$ cat config.mk
export PLATFORM = sky130hd
export DESIGN_NAME = serial_subtractor
export DESIGN_NICKNAME = d
export VERILOG_FILES = /design/src/rtl/serial_arith_pkg.sv /design/src/rtl/full_subtractor.sv /design/src/rtl/serial_subtractor.sv
export SDC_FILE = /design/constraint.sdc
export NUM_CORES = 1
export LEC_CHECK = 0
export CAP_MARGIN = 20
export CORE_MARGIN = 2
export CORE_UTILIZATION = 40
export DETAILED_ROUTE_END_ITERATION = 8
export GPL_TIMING_DRIVEN = 1
export HOLD_SLACK_MARGIN = 0.03
export PLACE_DENSITY = 0.7
export SLEW_MARGIN = 15
export SYNTH_ARGS = -nofsm -noshare
export SYNTH_HDL_FRONTEND = slang
export SYNTH_HIERARCHICAL = 1
export SYNTH_SLANG_ARGS = --single-unit
export TNS_END_PERCENT = 1
$ cat constraint.sdc
create_clock -name clk -period 1.8 [get_ports clk]
set_input_delay 0.45 -clock clk [delete_from_list [all_inputs] [get_ports clk]]
set_output_delay 0.45 -clock clk [all_outputs]
set_load 0.005 [all_outputs]
$ cat src/rtl/serial_arith_pkg.sv
// Shared definitions for the bit-serial arithmetic blocks: FSM encoding,
// default operand width and the full-subtractor borrow equation.
package serial_arith_pkg;

    typedef enum logic [1:0] {
        IDLE = 2'd0,
        BUSY = 2'd1,
        DONE = 2'd2
    } state_t;

    localparam int DEFAULT_WIDTH = 8;

    function automatic logic fs_borrow(input logic a, input logic b, input logic bin);
        return (~a & b) | (~(a ^ b) & bin);
    endfunction

endpackage

$ cat src/rtl/full_subtractor.sv
// Combinational one-bit full subtractor: diff = a - b - borrowIn.
module full_subtractor
    import serial_arith_pkg::*;
(
    input  logic a,
    input  logic b,
    input  logic borrowIn,
    output logic diff,
    output logic borrowOut
);

    assign diff      = a ^ b ^ borrowIn;
    assign borrowOut = fs_borrow(a, b, borrowIn);

endmodule

$ cat src/rtl/serial_subtractor.sv
// Bit-serial WIDTH-bit subtractor (a - b - borrowIn), LSB first, valid/ready on both sides.
// Define SERIAL_SUB_OVF_EN to add the signed overflow output.
module serial_subtractor
    import serial_arith_pkg::*;
#(
    parameter int WIDTH = DEFAULT_WIDTH
) (
    input  logic             clk,
    input  logic             reset,
    input  logic             inValid,
    output logic             inReady,
    input  logic [WIDTH-1:0] a,
    input  logic [WIDTH-1:0] b,
    input  logic             borrowIn,
    output logic             outValid,
    input  logic             outReady,
    output logic [WIDTH-1:0] difference,
    output logic             borrowOut
`ifdef SERIAL_SUB_OVF_EN
    ,
    output logic             overflow
`endif
);

    localparam int CW = $clog2(WIDTH);
    localparam logic [CW-1:0] LAST = CW'(WIDTH - 1);

    state_t           r_state;
    state_t           w_next_state;
    logic [CW-1:0]    r_count;
    logic [WIDTH-1:0] r_a;
    logic [WIDTH-1:0] r_b;
    logic             r_brw;
    logic [WIDTH-1:0] r_diff;
    logic             r_borrow_out;
    logic             w_d;
    logic             w_brw_next;
    logic             w_last;
    logic             w_accept;
`ifdef SERIAL_SUB_OVF_EN
    logic             r_a_msb;
    logic             r_b_msb;
    logic             r_ovf;
`endif

    assign w_accept = (r_state == IDLE) && inValid;
    assign w_last   = (r_count == LAST);

    full_subtractor u_fs (
        .a        (r_a[0]),
        .b        (r_b[0]),
        .borrowIn (r_brw),
        .diff     (w_d),
        .borrowOut(w_brw_next)
    );

    always_ff @(posedge clk or posedge reset) begin
        if (reset) begin
            r_state <= IDLE;
        end else begin
            r_state <= w_next_state;
        end
    end

    always_comb begin
        w_next_state = r_state;
        case (r_state)
            IDLE:    if (inValid)  w_next_state = BUSY;
            BUSY:    if (w_last)   w_next_state = DONE;
            DONE:    if (outReady) w_next_state = IDLE;
            default: w_next_state = IDLE;
        endcase
    end

    // Operands shift right so the current bit is always at index 0; the
    // result fills from the MSB so it is aligned after exactly WIDTH shifts.
    always_ff @(posedge clk or posedge reset) begin
        if (reset) begin
            r_count      <= '0;
            r_a          <= '0;
            r_b          <= '0;
            r_brw        <= 1'b0;
            r_diff       <= '0;
            r_borrow_out <= 1'b0;
`ifdef SERIAL_SUB_OVF_EN
            r_a_msb      <= 1'b0;
            r_b_msb      <= 1'b0;
            r_ovf        <= 1'b0;
`endif
        end else if (w_accept) begin
            r_count <= '0;
            r_a     <= a;
            r_b     <= b;
            r_brw   <= borrowIn;
`ifdef SERIAL_SUB_OVF_EN
            r_a_msb <= a[WIDTH-1];
            r_b_msb <= b[WIDTH-1];
`endif
        end else if (r_state == BUSY) begin
            r_a    <= {1'b0, r_a[WIDTH-1:1]};
            r_b    <= {1'b0, r_b[WIDTH-1:1]};
            r_brw  <= w_brw_next;
            r_diff <= {w_d, r_diff[WIDTH-1:1]};
            if (w_last) begin
                r_borrow_out <= w_brw_next;
`ifdef SERIAL_SUB_OVF_EN
                r_ovf        <= (r_a_msb ^ r_b_msb) & (w_d ^ r_a_msb);
`endif
            end else begin
                r_count <= r_count + CW'(1);
            end
        end
    end

    assign inReady    = (r_state == IDLE);
    assign outValid   = (r_state == DONE);
    assign difference = r_diff;
    assign borrowOut  = r_borrow_out;
`ifdef SERIAL_SUB_OVF_EN
    assign overflow   = r_ovf;
`endif

endmodule

* Word level (Yosys, flattened, before mapping)
Cells that the tools add are included.
** Storage, ports and cells
- Flip-flop bits (word level) :: 31
- Output and inout port bits :: 11
- Input bits :: 21
- Logic and storage cells :: 43
** Cells by class
- Reduce and logical (&&, ||, !) cells :: 7
- Multiplexer cells :: 13
- Add/subtract/negate cells :: 1
- Eq/ne operators :: 7
- Bitwise gates (word level) :: 8
** Operator list (count)
- two-way mux 8 bit :: 4
- two-way mux 3 bit :: 3
- two-way mux 2 bit :: 3
- one-hot mux 2 bit (3 select lines) :: 1
- AND reduction 3 bit :: 2
- inequality test 2 x 1 -> 1 bit, second input constant :: 2
- inequality test 2 bit, second input constant :: 2
- AND reduction 2 bit :: 2
- adder 3 x 1 -> 3 bit, second input constant :: 1
- equality test 3 bit, second input constant :: 1
- NOT 1 bit :: 3
- bitwise AND 1 bit :: 2
- equality test 2 x 1 -> 1 bit, second input constant :: 1
- equality test 2 bit, second input constant :: 1
- zero test 2 bit :: 1
- two-way mux 1 bit :: 2
- nonzero test 2 bit :: 1
- XOR 1 bit :: 2
- logical AND 1 bit :: 1
- bitwise OR 1 bit :: 1

* Depth between registers and ports, before layout
- Depth after elaboration :: 6
- Depth in mapped cells :: 5
- Gate-level depth less buffers :: 5

* Cells and area by module
The synthesis kept the hierarchy.
** Modules (own cells, without submodules)
- serial_subtractor :: cells each 134, sequential area each 775.7 sq um, times used 1, area an instance 1581.5 sq um
- full_subtractor :: cells each 4, sequential area each 0.0 sq um, times used 1, area an instance 31.3 sq um

* Worst setup path before layout
Ideal clock, no wire load.
- Path type :: reg2reg
- Start :: reg r_count[0]
- End :: reg r_count[0]
- Arrival :: 1230 ps
- Period minus slack after synthesis :: 1351 ps
- Data required time :: 1679 ps
- Stages on the path, launching flop included :: 5
- Setup time :: 121 ps
- Path buffers :: 0
- Setup slack :: 449 ps
- Cells stage by stage :: dfrtp_1 ha_1 ha_1 mux2_2 a22o_1
** On the way
- Longest elaborated chain between the ends :: 4
- Elaborated cells between the ends (all ways) :: 7
- Classes of those cells :: add/sub: 1; eq/ne: 2; mux: 3; reduce/logical: 1
** Ends and longest elaborated chain
- from (decl) :: line serial_subtractor.sv:30 : logic [CW-1:0] r_count;
- from (signal assigned) :: line serial_subtractor.sv:110 : r_count <= r_count + CW'(1);
- adder 3 x 1 -> 3 bit :: line serial_subtractor.sv:110
- two-way mux 3 bit :: line serial_subtractor.sv:104 : if (w_last) begin
- two-way mux 3 bit :: line serial_subtractor.sv:99 : end else if (r_state == BUSY) begin
- two-way mux 3 bit :: line serial_subtractor.sv:90 : end else if (w_accept) begin
Parallel ways exist; a longest one is shown, timed or not. The select of a mux whose other input is x is not followed.
A chain may end at the register's enable or synchronous reset.

* Worst setup path after layout
- Start :: reg r_diff[6] (netlist: difference[6])
- End :: out difference[6]
** RTL lines
- from (decl) :: line serial_subtractor.sv:34 : logic [WIDTH-1:0] r_diff;
- from (signal assigned) :: line serial_subtractor.sv:103 : r_diff <= {w_d, r_diff[WIDTH-1:1]};
- to (decl) :: line serial_subtractor.sv:17 : output logic [WIDTH-1:0] difference,
No word-level cell between the ends.

==> results.ini <==
[worst_setup_path]
crit_slowest_cell = clkdlybuf4s50_1
rr_worst_depth = 5
rrSetupSlack_ns = 0.27
worstSetupEndpointType = output pin
path_cells = clkdlybuf4s50_1
worstSetupStartpoint = difference[6]
critical-path-max-stage-delay_ns = 0.51
cp.required_ns = 1.35
crit_type = flip-flop to output pin
r2r_start = r_state[0]
worst_ep_arrival_time_ns = 1.16
critPathMaxFanout = 3
critPathBufInv = 1
r2r_end = borrowOut
cp-start-kind = flip-flop
path_delay_family = buffers and inverters

[power]
p_int_mw = 2.27
seq_power_share_pct = 37.5
power.switching_mw = 1.11
pwr-share-comb_pct = 45.1
switching_share_pct = 32.8
clockPowerShare_pct = 17.5
worst_ir_drop_vdd_mv = 0.601
leakagePower_nw = 0.895
p_per_area_nw_per_um2 = 1640

[placed_design]
place_congestion = 0.761
placedCellCount = 213
port_buffers = 31
dp_hpwl_um = 2100
dpl-instance-area_sq_um = 1940

[layout]
final_cell_area_sq_um = 2060
fin_cells = 222
final_nets = 195
diodes = 0
fillers = 331
syn_to_final_growth_pct = 27.5
drive_gt1_share_pct = 29.1

[clocking]
cts-root-buf = clkbuf_8
h-tree-depth = 2
ctsHoldBuffers = 0
numClockSinks = 31
cts_buffers = 5
clk_path_buf_depth = 2
cts_tree = yes
clkTransAtPathRegs_ns = 0.06
clk_latency_ns = 0.28

[timing]
relSlewSlack_pct = 74.6
finalMaxSlewViolations = 0
setup_viol = 0
whs_ns = 0.496
layout_worst_path_cycle_share_pct = 89.3
fin_crit_ns = 1.61
worst_pin_slew_ns = 0.381
rsz0062_at_grt = no
hold_viol_final = 0
clock.fmax_mhz = 622
fin_worst_skew_ns = 0.00127

[global_routing]
use_met3_pct = 4.67
gr-total-overflow = 0
grtUsageMet2_pct = 22.2
grt_first_pass_wirelength_um = 4930
antenna_found_initial = 0
grt_max_degree = 35
met1_usage_pct = 19.8
grt_pass1_vias = 1056
grtUsageTotal_pct = 14.8
top_usage_layer = met2

[route]
drt_iter0_markers = 46
drt_pre_antenna_iters = 2
vias = 1134
route.detailed.drc = 0
wirelength_um = 3010
wire_per_inst_um = 13.6
vias_per_cell = 5.11
final_antenna_net_count = 0

[die]
die_h_um = 67.5
core_area_sq_um = 3940
io_pins = 32
die_area_sq_um = 4560
initial_core_util_pct = 40.9
rows = 23
die_width_um = 67.5

[worst_hold_path]
hold_path_class = flip-flop to flip-flop
hold_depth = 1
hold_end = r_a[7]
min_from = r_a[7]

[synth]
synth_edf_count = 0
ys_types = 31
synth_compound_area_share_pct = 9.00
syn-num-nets = 162
yosys_warnings = 6
yosys.area.top_type = dfrtp_1
seq_area_frac_synth_pct = 48.1
syn_area_sq_um = 1610
synth_area_per_cell_sq_um = 11.7
syn_inst = 138
synth.mux.area_fraction_pct = 7.21
synth_top_family_by_area = simple AND/OR/NAND/NOR gates
synth_flop_cell = dfrtp_1
ys_top_cells_by_count = 31 x dfrtp_1, 14 x nor3b_1, 13 x nor3_1, 11 x nor3_2, 9 x mux2_2
synth_xor_xnor_area_share_pct = 0
synth.most_common_cell = dfrtp_1
synthTopCellsByArea = dfrtp_1 48%, nor3_2 6.8%, nor3b_1 6.5%
yosys.area_share.adder_pct = 2.79
ys_ff_latch = 31
async_flop_share_pct = 100
synthSimpleGateAreaFrac_pct = 25.8
synth_top_area_share_pct = 48.1

[status]
status = finished clean

[run]
cap_violations = 0

[layout make-up]
class | instances | area, sq um | share of cell area, %
Tap cell | 50 | 62.6 | 3.04
Multi-Input combinational cell | 89 | 738 | 35.9
Timing Repair Buffer | 37 | 353 | 17.2
Inverter | 7 | 26.3 | 1.28
Sequential cell | 31 | 777 | 37.8
Clock buffer | 8 | 100 | 4.87
[layout by cell type, fill, tap and decap left out, types with 2 or more instances in the layout]
master           synthesis  final
clkbuf_8                 0      7
a22o_1                   5      5
nor3_2                  11     11
inv_1                    7      7
buf_4                    2      6
nor2_1                   5      4
dfrtp_1                 31     30
ha_1                     2      2
nor3b_1                 14     14
a32o_1                   2      2
o22a_1                   2      2
nor3_1                  13     13
mux2_2                   9      9
nor2_2                   8      8
dlygate4sd2_1            0      2
nand2b_4                 1      2
a21oi_1                  3      3
nand2b_1                 3      2
clkdlybuf4s50_1          0     29
[repair_timing]
| action | CTS | global route |
|---|---|---|
| buffers inserted | 1 | 0 |
| endpoints found under the setup margin | 2 | 0 |
| resized for setup | 6 | 0 |
[registers in the layout, summed over array words and instances (netlist names)]
| signal | flops |
|---|---|
| r_a | 8 |
| r_brw | 1 |
| difference | 8 |
| r_state | 2 |
| r_b | 8 |
| borrowOut | 1 |
| r_count | 3 |
[cells by family after synthesis]
kind of cell             after synthesis
AND/OR/NAND/NOR                       59
flip-flops                            31
buffers and inverters                 18
AO/OA/AOI/OAI                         17
multiplexers                          10
adder cells (fa/ha/maj)                3
[worst register-to-register path, stage by stage (launching register included)]
cell and delay [ns]:
dfrtp_1 0.41, buf_4 0.14, buf_4 0.17, nor2b_4 0.30, nand2_2 0.11, mux2_4 0.30
[power by group through the flow]
stage / sequential (mW) / clock (mW) / combinational (mW)
floorplan: 1.23 / 0 / 1.13
global placement: 1.26 / 0 / 1.48
detailed placement: 1.27 / 0 / 1.52
CTS: 1.26 / 0.614 / 1.55
global route: 1.31 / 0.640 / 1.70
finish: 1.26 / 0.589 / 1.52
[per-layer routing]
metal  vias up  part of all wire [%]
met3         7                   6.3
met1       541                    48
li1        552                     -
met5         -                     0
met4         0                   1.5
met2        34                    44
[stage by stage]
step / util (%) / total power [mW] / setup slack (ns) / setup TNS, ns
global placement: 49.1 / 2.73 / 0.0406 / 0
finish: 52.2 / 3.37 / 0.192 / 0
detailed placement: 49.1 / 2.79 / -0.0213 / -0.0275
floorplan: - / 2.36 / 0.449 / 0
CTS: 52.2 / 3.43 / 0.165 / 0
global route: 52.2 / 3.65 / 0.123 / 0
[worst max-delay path by stage]
stage / to / slack, ns / cells after the start
6_report: difference[6] / 0.19 / 1
5_1_grt: difference[6] / 0.12 / 1
4_1_cts: difference[6] / 0.17 / 1
3_5_place_dp: r_a[6] / -0.02 / 4
3_3_place_gp: r_a[6] / 0.04 / 4
2_1_floorplan: r_count[0] / 0.45 / 4
Power figures use the tool's default switching activity.
